<file path="config.mk">
export PLATFORM = sky130hd
export DESIGN_NAME = addsub_serial_ctrl
export DESIGN_NICKNAME = d
export VERILOG_FILES = /design/src/rtl/addsub_serial_ctrl_pkg.sv /design/src/rtl/addsub_serial_ctrl_nibble.sv /design/src/rtl/addsub_serial_ctrl.sv
export SDC_FILE = /design/constraint.sdc
export NUM_CORES = 1
export LEC_CHECK = 0
export BUFFER_PORTS_ARGS = -buffer_cell sky130_fd_sc_hd__buf_2
export CORE_ASPECT_RATIO = 0.5
export CORE_UTILIZATION = 35
export DETAILED_ROUTE_END_ITERATION = 12
export SYNTH_ARGS = -nofsm -noshare
export SYNTH_HDL_FRONTEND = slang
export SYNTH_HIERARCHICAL = 1
export SYNTH_SLANG_ARGS = --single-unit
</file>
<file path="constraint.sdc">
create_clock -name clk -period 2.6 [get_ports clk]
set_input_delay 0.39 -clock clk [delete_from_list [all_inputs] [get_ports clk]]
set_output_delay 0.39 -clock clk [all_outputs]
set_load 0.005 [all_outputs]
</file>
<file path="src/rtl/addsub_serial_ctrl_pkg.sv">
// Shared types and constants for the nibble-serial add/subtract controller.
// Holds the FSM state encoding, op codes and the slice width.
package addsub_serial_ctrl_pkg;

   localparam int NIBBLE_W = 4;

   localparam logic OP_ADD = 1'b0;
   localparam logic OP_SUB = 1'b1;

   typedef enum logic [1:0] {
      ST_IDLE = 2'd0,
      ST_RUN  = 2'd1,
      ST_DONE = 2'd2
   } state_e;

   // Two's-complement overflow: same-sign operands giving a result of the other sign.
   function automatic logic signed_ovf(input logic a_msb, input logic beff_msb,
                                       input logic s_msb);
      return (a_msb == beff_msb) && (s_msb != a_msb);
   endfunction

endpackage

</file>
<file path="src/rtl/addsub_serial_ctrl_nibble.sv">
// Purely combinational 4-bit adder slice; operand inversion for subtract
// is the caller's job so ci can carry the chained carry.
module addsub_nibble
   import addsub_serial_ctrl_pkg::*;
(
   input  logic [NIBBLE_W-1:0] a,
   input  logic [NIBBLE_W-1:0] b,
   input  logic                ci,
   output logic [NIBBLE_W-1:0] s,
   output logic                co
);

   logic [NIBBLE_W:0] sum;

   assign sum     = {1'b0, a} + {1'b0, b} + {{NIBBLE_W{1'b0}}, ci};
   assign {co, s} = sum;

endmodule

</file>
<file path="src/rtl/addsub_serial_ctrl.sv">
// Wide add/subtract by reusing one 4-bit slice per clock, LSB nibble first.
// Handshake: a side transfers on the rising edge where valid && ready are both high.
module addsub_serial_ctrl
   import addsub_serial_ctrl_pkg::*;
#(
   parameter int NIBBLES = 4
) (
   input  logic                        clk,
   input  logic                        rst,
   input  logic                        in_valid,
   output logic                        in_ready,
   input  logic                        op,
   input  logic [NIBBLE_W*NIBBLES-1:0] a,
   input  logic [NIBBLE_W*NIBBLES-1:0] b,
   output logic                        out_valid,
   input  logic                        out_ready,
   output logic [NIBBLE_W*NIBBLES-1:0] s,
   output logic                        cout,
   output logic                        ovf,
   output logic                        busy,
   output state_e                      dbg_state
);

   localparam int W     = NIBBLE_W * NIBBLES;
   localparam int IDX_W = (NIBBLES > 1) ? $clog2(NIBBLES) : 1;
   localparam logic [IDX_W-1:0] IDX_LAST = IDX_W'(NIBBLES - 1);

   state_e state_q, state_d;

   logic [W-1:0]     a_q, a_d;
   logic [W-1:0]     b_q, b_d;
   logic [W-1:0]     s_q, s_d;
   logic             op_q, op_d;
   logic             carry_q, carry_d;
   logic             cout_q, cout_d;
   logic             ovf_q, ovf_d;
   logic [IDX_W-1:0] idx_q, idx_d;

   logic [NIBBLE_W-1:0] nib_a, nib_b, nib_s;
   logic                nib_co;
   logic                last;
   logic                accept;
   int                  base;

   assign last   = (idx_q == IDX_LAST);
   assign accept = (state_q == ST_IDLE) && in_valid;
   assign base   = int'(idx_q) * NIBBLE_W;

   assign nib_a = a_q[base +: NIBBLE_W];
   assign nib_b = b_q[base +: NIBBLE_W] ^ {NIBBLE_W{op_q}};

   addsub_nibble u_slice (
      .a  (nib_a),
      .b  (nib_b),
      .ci (carry_q),
      .s  (nib_s),
      .co (nib_co)
   );

   always_ff @(posedge clk or posedge rst) begin
      if (rst) begin
         state_q <= ST_IDLE;
      end else begin
         state_q <= state_d;
      end
   end

   always_comb begin
      state_d = state_q;
      case (state_q)
         ST_IDLE: if (in_valid)  state_d = ST_RUN;
         ST_RUN:  if (last)      state_d = ST_DONE;
         ST_DONE: if (out_ready) state_d = ST_IDLE;
         default:                state_d = ST_IDLE;
      endcase
   end

   always_comb begin
      in_ready  = (state_q == ST_IDLE);
      out_valid = (state_q == ST_DONE);
      busy      = (state_q != ST_IDLE);
      dbg_state = state_q;
   end

   // Operands are frozen at acceptance; the result registers only move during RUN.
   always_comb begin
      a_d     = a_q;
      b_d     = b_q;
      op_d    = op_q;
      s_d     = s_q;
      carry_d = carry_q;
      cout_d  = cout_q;
      ovf_d   = ovf_q;
      idx_d   = idx_q;
      if (accept) begin
         a_d     = a;
         b_d     = b;
         op_d    = op;
         idx_d   = '0;
         carry_d = op;
      end else if (state_q == ST_RUN) begin
         s_d[base +: NIBBLE_W] = nib_s;
         carry_d               = nib_co;
         if (last) begin
            cout_d = nib_co;
            ovf_d  = signed_ovf(a_q[W-1], b_q[W-1] ^ op_q, nib_s[NIBBLE_W-1]);
         end else begin
            idx_d = idx_q + IDX_W'(1);
         end
      end
   end

   always_ff @(posedge clk or posedge rst) begin
      if (rst) begin
         a_q     <= '0;
         b_q     <= '0;
         op_q    <= 1'b0;
         s_q     <= '0;
         carry_q <= 1'b0;
         cout_q  <= 1'b0;
         ovf_q   <= 1'b0;
         idx_q   <= '0;
      end else begin
         a_q     <= a_d;
         b_q     <= b_d;
         op_q    <= op_d;
         s_q     <= s_d;
         carry_q <= carry_d;
         cout_q  <= cout_d;
         ovf_q   <= ovf_d;
         idx_q   <= idx_d;
      end
   end

   assign s    = s_q;
   assign cout = cout_q;
   assign ovf  = ovf_q;

endmodule

</file>
==> qor.yml, run 1 <==
rsz0062_at_grt: "yes"
clkSlewWorstSetupHoldPaths_ns: 0.07
power_leakage_nw: 1.68
final_core_util_pct: 45.7
slowest_stage: "mux4_2"
wl_um: 5870
die_h_um: 66.1
io_buffers: 59
path_depth: 9
syn_to_final_growth_pct: 21.3
synthXorXnorAreaFrac_pct: 2.13
syn_nets: 246
final_cell_area_sq_um: 3490
drive_gt1_share_pct: 49.8
layout_worst_path_cycle_share_pct: 97.0
reg2reg_depth: 9
grt_overflow: 0
yosysSeqAreaShare_pct: 48.7
synth-seq-cells: 56
synth-compound-area-share_pct: 6.61
synth_top_family_by_area: "multiplexers"
power_mw: 5.72
clock-root-buffer: "clkbuf_16"
cts_tree: "done"
critPathMaxFanout: 2
antenna_found_initial: 0
via_per_inst: 4.62
cellPowerDensity_nw_per_um2: 1640
yosys.area_share.simple_pct: 8.52
drtIter0Drc: 63
multiInputGateArea_sq_um: 1350
post-place-ws_ns: -0.0288
min_path_type: "in2async"
initial_core_util_pct: 37.6
status: "finished, final reports clean"
antenna_cells: 0
yosys.area.top_type_share_pct: 48.7
grt_pass1_wl_um: 9780
fin_crit_ns: 2.52
layout.cells.non_filler: 375
grt_max_degree: 34
cap_violations: 0
yosysTopAreaCell: "dfrtp_1"
yosysWarnings: 6
report.final.hold_viol_count: 0
slowest_delay_ns: 0.52
ioPinCount: 60
cts_buffers: 5
dpl-instance-area_sq_um: 3270
netlist_instances: 199
drtAntennaViolNets: 0
postSynthAreaPerCell_sq_um: 14.5
path_cells: "mux4_2 > xor2_1 > fa_1 > inv_1 > fa_2 > nor2b_1 > o21ai_0 > nand2b_1 > mux2_2"
regArea_sq_um: 1400
end_kind: "register"
worstSetupPathType: "reg2reg"
fin_ws_ns: 0.0785
synth.cell_area_sq_um: 2880
clock.fmax_mhz: 397
drc: 0
finalWeightedCongestion: 0.812
cts.path.max_buffers: 2
core_area_sq_um: 7650
first_pass_iters: 4
cp_num_buf_inv: 1
fp.dieArea_sq_um: 8610
timing.slew.headroom_pct: 59.8
grt_pass1_vias: 1839
synthTopCellsByArea: "dfrtp_1 (49%), mux2_4 (16%), mux4_2 (4.7%), ha_1 (3.5%), a22o_1 (3.3%)"
track_usage_pct: 15.3
dp_cells: 364
synthAdderAreaFrac_pct: 4.87
die_x_um: 130
clk_latency_ns: 0.29
crit_family: "multiplexers"
wl_per_cell_um: 15.6
nFillCells: 737
clkSinkCount: 56
clock_skew_ns: 0.00617
worstPathArrival_ns: 2.70
tns_ns: 0
vias: 1733
holdWs_ns: 0.127
synthDistinctLibCells: 36
cp.required_ns: 2.78
dp_hpwl_um: 4380
cts_htree_levels: 2
setup_violations: 0
worst_pin_slew_ns: 0.603
rows: 22
startpoint_type: "register"
finalMaxSlewViolations: 0
synth_mux_area_share_pct: 24.5
ir_drop_mv: 0.807
nets: 313
## logic make-up (layout without fill, tap and decap cells)
group,count (synthesis),after routing
XOR/XNOR,7,7
flip-flops,56,56
buffers and inverters,18,86
multiplexers,44,44
AO/OA/AOI/OAI,28,28
AND/OR/NAND/NOR,36,36
adder cells (fa/ha/maj),10,10
## timing repair
item	in CTS	in global routing
setup endpoints to repair	5	13
pin swaps	0	2
gates resized for setup	3	10
hold buffers	0	0
setup buffers	0	3
## sequential cells by signal, indices dropped and copies added (netlist names)
register and cells:
a_q 16, b_q 16, s 16, dbg_state 2, idx_q 2, carry_q 1
cout 1, op_q 1, ovf 1
## power by group
group	leakage [nW]	internal, mW	switching, mW
Sequential	0.697	1.28	0.317
Clock	0.0871	0.483	0.306
Combinational	0.900	1.79	1.55
Total	1.68	3.55	2.17
## area by class of cell
type                       instances  area share (%)
multi-input combinational        125            38.8
clock buffer                       6            3.98
clock inverter                     2            1.11
sequential                        56            40.2
timing repair buffer              69            11.2
tap                              108            3.87
inverter                           9           0.967
## worst register-to-register path, stage by stage, from the launching register on
cell	delay, ns
dfrtp_2	0.40
mux4_2	0.52
xor2_1	0.18
fa_1	0.43
inv_1	0.09
fa_2	0.23
nor2b_1	0.05
o21ai_0	0.15
nand2b_1	0.10
mux2_2	0.27
## cell usage after synthesis, drive strengths merged
cell type  instances
xor2               4
xnor2              3
mux4               8
and2               1
or2b               1
nor4               1
nor2               2
nor2b              3
a21oi              3
ha                 8
and3b              1
nand2             18
mux2i              1
dfrtp             56
nand2b             2
fa                 2
and4bb             1
a22o              11
buf                7
a21o               1
inv                9
o21bai             1
nand3b             4
clkbuf             2
o21ai             12
mux2              35
nor4b              2
## per-layer routing
layer  vias up  part of all wire, %  GRT usage, %
li1        839                    -             -
met1       863                   53          22.0
met2        31                   44          22.5
met3         0                  3.5          4.77
met4         0                    0          2.91
met5         -                    0             0
## layout by cell type (no fill, tap or decap), drive strengths merged
cell / instances
and4bb: 1
and3b: 1
a22o: 11
and2: 1
clkinv: 1
nor4b: 2
or2b: 1
mux2i: 1
fa: 2
ha: 8
a21oi: 3
nand2: 18
nor2: 2
buf: 69
bufinv: 1
nand2b: 2
nand3b: 4
mux2: 35
nor4: 1
clkbuf: 6
inv: 9
o21ai: 12
dfrtp: 56
xnor2: 3
xor2: 4
mux4: 8
nor2b: 3
a21o: 1
o21bai: 1
## final timing paths
check,from,end,slack [ns]
worst max-delay path,idx_q[0]$_DFFE_PP0P_,cout$_DFFE_PP0P_,0.08
worst min-delay path,rst,carry_q$_DFFE_PP0P_,0.13
worst max register to register,idx_q[0]$_DFFE_PP0P_,cout$_DFFE_PP0P_,0.08
worst min register to register,s[12]$_DFFE_PP0P_,s[12]$_DFFE_PP0P_,0.49
max in group asynchronous,rst,idx_q[0]$_DFFE_PP0P_,1.83
min in group clk,out_ready,dbg_state[1]$_DFFE_PP0P_,0.28
(Power assumes the default switching activity.)
==> run 2: changes to the inputs <==
--- a/config.mk
+++ b/config.mk
@@ -6,7 +6,7 @@
 export NUM_CORES = 1
 export LEC_CHECK = 0
 export BUFFER_PORTS_ARGS = -buffer_cell sky130_fd_sc_hd__buf_2
-export CORE_ASPECT_RATIO = 0.5
+export CORE_ASPECT_RATIO = 0.7
 export CORE_UTILIZATION = 35
 export DETAILED_ROUTE_END_ITERATION = 12
 export SYNTH_ARGS = -nofsm -noshare
==> qor.yml, run 2 (synthesis gave the netlist of run 1 again) <==
mostFrequentLayoutCell: "buf_2"  # unchanged
grt_overflow: 0  # unchanged
clkSlewWorstSetupHoldPaths_ns: 0.07  # about the same
die_h_um: 77.9  # was 66.1 um
min_path_type: "in2async"  # unchanged
via_per_inst: 4.73  # was 4.62
cts.path.max_buffers: 2  # unchanged
drtAntennaViolNets: 0  # unchanged
grt_max_degree: 34  # unchanged
report.final.hold_viol_count: 0  # unchanged
postCtsHoldBufs: 0  # unchanged
cap_violations: 0  # unchanged
layout.cells.non_filler: 370  # was 375
track_usage_pct: 14.2  # was 15.3%
worstSetupStartpoint: "idx_q[0]$_DFFE_PP0P_"  # unchanged
drc: 0  # unchanged
m1WireLength_um: 2900  # was 3080 um
grt_pass1_wl_um: 9470  # was 9780 um
nets: 315  # was 313
worst_pin_slew_ns: 0.626  # was 0.603 ns
timing.slew.headroom_pct: 58.2  # was 59.8%
fin_crit_ns: 2.45  # was 2.52 ns
fp.dieArea_sq_um: 8600  # was 8610 sq um
final_cell_mix: "buf_2 (59), dfrtp_1 (56), mux2_4 (30), nand2_1 (18)"  # was buf_2 (59), dfrtp_1 (55), mux2_4 (30), nand2_1 (17), a22o_1 (11)
rsz0062_at_grt: "no"  # was yes
clk_latency_ns: 0.29  # about the same
syn_to_final_growth_pct: 20.5  # was 21.3%
combPwrFrac_pct: 59.5  # was 58.3%
cellPowerDensity_nw_per_um2: 1600  # was 1640 nW/um^2
clock_skew_ns: 0.00439  # was 0.00617 ns
end_kind: "register"  # unchanged
grt_pass1_vias: 1820  # was 1839
setup_violations: 0  # unchanged
sw_frac_of_total_pct: 38.0  # about the same
initial_core_util_pct: 36.4  # was 37.6%
antenna_found_initial: 0  # unchanged
cts_tree: "done"  # unchanged
cts_htree_levels: 2  # unchanged
finalWeightedCongestion: 0.766  # was 0.812
post-place-ws_ns: 0.0540  # was -0.0288 ns
tns_ns: 0  # unchanged
clkSinkCount: 56  # unchanged
worstSetupPathType: "reg2reg"  # unchanged
ir_drop_mv: 0.874  # was 0.807 mV
r2r_start: "idx_q[0]$_DFFE_PP0P_"  # unchanged
worstPathArrival_ns: 2.66  # was 2.70 ns
clock.fmax_mhz: 407  # was 397 MHz
first_pass_iters: 4  # unchanged
fin_ws_ns: 0.146  # was 0.0785 ns
dp_hpwl_um: 4190  # was 4380 um
dp_cells: 360  # was 364
antenna_cells: 0  # unchanged
rows: 27  # was 22
wl_per_cell_um: 15.1  # was 15.6 um
status: "finished, final reports clean"  # unchanged
drtIter0Drc: 79  # was 63
clock_power_share_pct: 12.2  # was 13.8%
finalMaxSlewViolations: 0  # unchanged
cp.required_ns: 2.80  # was 2.78 ns
seq_power_share_pct: 28.3  # was 27.9%
critPathMaxFanout: 3  # was 2
die_x_um: 110  # was 130 um
layout_worst_path_cycle_share_pct: 94.4  # was 97.0%
nFillCells: 772  # was 737
p_int_mw: 3.44  # was 3.55 mW
drive_gt1_share_pct: 50.9  # was 49.8%
io_buffers: 59  # unchanged
wl_um: 5570  # was 5870 um
power_leakage_nw: 1.67  # was 1.68 nW
p_switching_mw: 2.11  # was 2.17 mW
wl_met3_um: 225  # was 208 um
cts_buffers: 5  # unchanged
clock-root-buffer: "clkbuf_16"  # unchanged
ioPinCount: 60  # unchanged
startpoint_type: "register"  # unchanged
top_layer: "met4"  # was met3
vias: 1749  # was 1733
route.met2.wl_um: 2410  # was 2570 um
core_area_sq_um: 7910  # was 7650 sq um
## run 2: cell count changes in the layout (fill, tap and decap cells not counted), moves of 2 or more
cell	change
buf_4	+3
o21ai_0	+3
o21ai_1	-3
xor2_1	-2
xor2_2	+2
## run 2: layer usage
layer,up-vias,track usage [%]
li1,839,-
met1,864,20.6
met2,41,20.9
met3,5,3.91
met4,0,3.20
met5,-,0
## run 2: per-stage QoR
| stage | hold slack (ns) | instance area [sq um] | total power, mW | util (%) |
|---|---|---|---|---|
| after global placement | 0.436 | 3270 | 4.65 | 41.4 |
| after CTS | 0.136 | 3420 | 5.39 | 43.3 |
| final | 0.117 | 3470 | 5.56 | 43.9 |
| after detailed placement | 0.446 | 3270 | 4.69 | 41.4 |
| after floorplan | 0.470 | 2880 | 3.77 | - |
| after global routing | 0.152 | 3470 | 6.02 | 43.9 |
## run 2: path summary, 6_finish.rpt
kind                                                  to  slack (ns)  depth (start not counted)
worst max-delay path                     ovf$_DFFE_PP0P_        0.15                          9
worst min-delay path                   s[10]$_DFFE_PP0P_        0.12                          2
worst max register to register           ovf$_DFFE_PP0P_        0.15                          9
worst min register to register          s[7]$_DFFE_PP0P_        0.48                          2
max in group asynchronous            b_q[11]$_DFFE_PP0P_        1.86                          3
min in group clk                dbg_state[1]$_DFFE_PP0P_        0.28                          2
## run 2: final cells by class
class | instances | area (sq um) | share of cell area (%)
Inverter | 9 | 33.8 | 0.974
Tap cell | 101 | 126 | 3.64
Sequential cell | 56 | 1400 | 40.4
Clock buffer | 7 | 143 | 4.11
Timing Repair Buffer | 71 | 389 | 11.2
Multi-Input combinational cell | 125 | 1370 | 39.4
Clock inverter | 1 | 7.51 | 0.216
## run 2: worst max-delay path, cell delays in order, from the launching register on
cell	delay, ns
dfrtp_1	0.40
mux4_2	0.54
xor2_2	0.18
fa_2	0.37
a21o_1	0.19
a21oi_2	0.18
xnor2_2	0.14
nor2b_2	0.16
mux2i_1	0.06
o21ai_0	0.14
## run 2: repair_timing
action,CTS,global route
endpoints found under the setup margin,0,11
buffers inserted,0,2
resized for setup,0,12
## run 2: power groups by stage
stage	logic (mW)	registers, mW	clock network [mW]
5_1_grt	3.65	1.63	0.737
2_1_floorplan	2.29	1.49	0
3_5_place_dp	3.11	1.58	0
6_report	3.30	1.57	0.680
3_3_place_gp	3.06	1.59	0
4_1_cts	3.12	1.57	0.700
==> run 3: changes to the inputs <==
--- a/config.mk
+++ b/config.mk
@@ -8,7 +8,9 @@
 export BUFFER_PORTS_ARGS = -buffer_cell sky130_fd_sc_hd__buf_2
 export CORE_ASPECT_RATIO = 0.7
 export CORE_UTILIZATION = 35
+export CTS_BUF_LIST = sky130_fd_sc_hd__clkbuf_2 sky130_fd_sc_hd__clkbuf_4 sky130_fd_sc_hd__clkbuf_8
 export DETAILED_ROUTE_END_ITERATION = 12
+export PLACE_DENSITY = 0.57
 export SYNTH_ARGS = -nofsm -noshare
 export SYNTH_HDL_FRONTEND = slang
 export SYNTH_HIERARCHICAL = 1
==> qor.yml, run 3 (synthesis gave the netlist of run 1 again) <==
finalWeightedCongestion: 0.784  # was 0.766
ir_drop_mv: 0.759  # was 0.874 mV
r2r_start: "idx_q[0]$_DFFE_PP0P_"  # unchanged
mostFrequentLayoutCell: "buf_2"  # unchanged
final_core_util_pct: 43.1  # was 43.9%
post-place-ws_ns: -0.0221  # was 0.0540 ns
crit_family: "multiplexers"  # unchanged
antenna_found_initial: 0  # unchanged
fin_ws_ns: 0.151  # was 0.146 ns
drtIter0Drc: 50  # was 79
power_leakage_nw: 1.65  # was 1.67 nW
rows: 27  # unchanged
min_path_type: "in2async"  # unchanged
postCtsHoldBufs: 0  # unchanged
die_h_um: 77.9  # unchanged
slowest_delay_ns: 0.53  # was 0.54 ns
worstPathArrival_ns: 2.69  # was 2.66 ns
clock-root-buffer: "clkbuf_8"  # was clkbuf_16
die_x_um: 110  # unchanged
worstSetupPathType: "reg2reg"  # unchanged
report.final.hold_viol_count: 0  # unchanged
fin_crit_ns: 2.45  # about the same
grt_pass1_wl_um: 9630  # was 9470 um
clock_skew_ns: 0.00656  # was 0.00439 ns
cts_htree_levels: 2  # unchanged
critPathMaxFanout: 5  # was 3
via_per_inst: 4.70  # was 4.73
timing.slew.headroom_pct: 52.6  # was 58.2%
busiest_layer: "met2"  # unchanged
path_cells: "buf_12 > mux4_2 > xor2_2 > ha_1 > a21o_1 > a21oi_2 > xnor2_2 > nor2b_1 > mux2i_1 > o21ai_1"  # was mux4_2 > xor2_2 > fa_2 > a21o_1 > a21oi_2 > xnor2_2 > nor2b_2 > mux2i_1 > o21ai_0
vias: 1736  # was 1749
wl_per_cell_um: 15.4  # was 15.1 um
slowest_stage: "mux4_2"  # unchanged
clock.fmax_mhz: 408  # was 407 MHz
startpoint_type: "register"  # unchanged
layout_worst_path_cycle_share_pct: 94.2  # was 94.4%
nFillCells: 769  # was 772
fp.dieArea_sq_um: 8600  # unchanged
final_cell_mix: "buf_2 (59), dfrtp_1 (56), mux2_4 (30), nand2_1 (18), a22o_1 (11)"  # was buf_2 (59), dfrtp_1 (56), mux2_4 (30), nand2_1 (18)
status: "finished, final reports clean"  # unchanged
cp.required_ns: 2.84  # was 2.80 ns
track_usage_pct: 14.4  # was 14.2%
cap_violations: 0  # unchanged
nets: 314  # was 315
gr-usage-met1_pct: 20.8  # was 20.6%
layout.cells.non_filler: 369  # was 370
cellPowerDensity_nw_per_um2: 1590  # was 1600 nW/um^2
grt_pass1_vias: 1799  # was 1820
ioPinCount: 60  # unchanged
worstSetupStartpoint: "idx_q[0]$_DFFE_PP0P_"  # unchanged
wl_um: 5680  # was 5570 um
cts.path.max_buffers: 2  # unchanged
drtAntennaViolNets: 0  # unchanged
grt.met3_usage_pct: 3.75  # was 3.91%
drive_gt1_share_pct: 50.0  # was 50.9%
end_kind: "register"  # unchanged
initial_core_util_pct: 36.4  # unchanged
antenna_cells: 0  # unchanged
dp_cells: 357  # was 360
grt_util_met2_pct: 21.4  # was 20.9%
multiInputGateArea_sq_um: 1360  # was 1370 sq um
clk_latency_ns: 0.31  # was 0.29 ns
finalMaxSlewViolations: 0  # unchanged
clkSlewWorstSetupHoldPaths_ns: 0.10  # was 0.07 ns
grt_max_degree: 57  # was 34
dp_hpwl_um: 4100  # was 4190 um
final_cell_area_sq_um: 3410  # was 3470 sq um
regArea_sq_um: 1400  # unchanged
cts_buffers: 5  # unchanged
first_pass_iters: 4  # unchanged
grt_overflow: 0  # unchanged
worst_pin_slew_ns: 0.711  # was 0.626 ns
core_area_sq_um: 7910  # unchanged
setup_violations: 0  # unchanged
io_buffers: 59  # unchanged
clkSinkCount: 56  # unchanged
cp_num_buf_inv: 1  # was 0
cts_tree: "done"  # unchanged
syn_to_final_growth_pct: 18.4  # was 20.5%
drc: 0  # unchanged
dpl-instance-area_sq_um: 3260  # was 3270 sq um
-- run 3: changes by cell type in the layout (fill, tap and decap cells not counted), sizes merged --
cell,delta
buf,-1
clkbuf,+1
clkinvlp,-1
-- run 3: power by group --
part | internal (mW) | leakage, nW | switching (mW) | total (mW)
Sequential | 1.28 | 0.698 | 0.290 | 1.57
Combinational | 1.77 | 0.898 | 1.56 | 3.34
Clock | 0.239 | 0.0523 | 0.273 | 0.512
Total | 3.29 | 1.65 | 2.13 | 5.42
-- run 3: path summary, 6_finish.rpt --
check,slack [ns],end,depth (start not counted)
max,0.15,ovf$_DFFE_PP0P_,10
min,0.25,s[9]$_DFFE_PP0P_,3
max reg2reg,0.15,ovf$_DFFE_PP0P_,10
min reg2reg,0.49,s[6]$_DFFE_PP0P_,2
max in group asynchronous,1.86,a_q[14]$_DFFE_PP0P_,3
min in group clk,0.26,dbg_state[1]$_DFFE_PP0P_,2
-- run 3: through the flow --
step | TNS (ns) | power [mW] | hold WS [ns]
6_report | 0 | 5.42 | 0.253
5_1_grt | -0.0305 | 5.88 | 0.253
3_3_place_gp | 0 | 4.69 | 0.466
3_5_place_dp | -0.0221 | 4.74 | 0.473
2_1_floorplan | 0 | 3.77 | 0.470
4_1_cts | 0 | 5.33 | 0.261
-- run 3: repair_timing --
action                                  CTS  global route
resized for setup                         3             8
pin swaps                                 0             1
buffers inserted                          4             0
endpoints found under the setup margin    2             7
-- run 3: per-layer routing --
layer / part of all wire, % / routed length, um / up-vias
met3: 4.5 / 256 / 4
met5: 0 / 0 / -
li1: - / - / 844
met4: 0.83 / 47 / 0
met1: 52 / 2980 / 848
met2: 42 / 2400 / 40
-- run 3: cell type report --
class,count,share of cell area [%]
clock buffer,8,2.86
inverter,9,0.991
multi-input combinational,125,39.9
sequential,56,41.1
tap,101,3.71
timing repair buffer,70,11.5
-- run 3: worst min-delay path: cells and delay by family --
family	cells	cell delay, ns
buf+inv	3	0.67
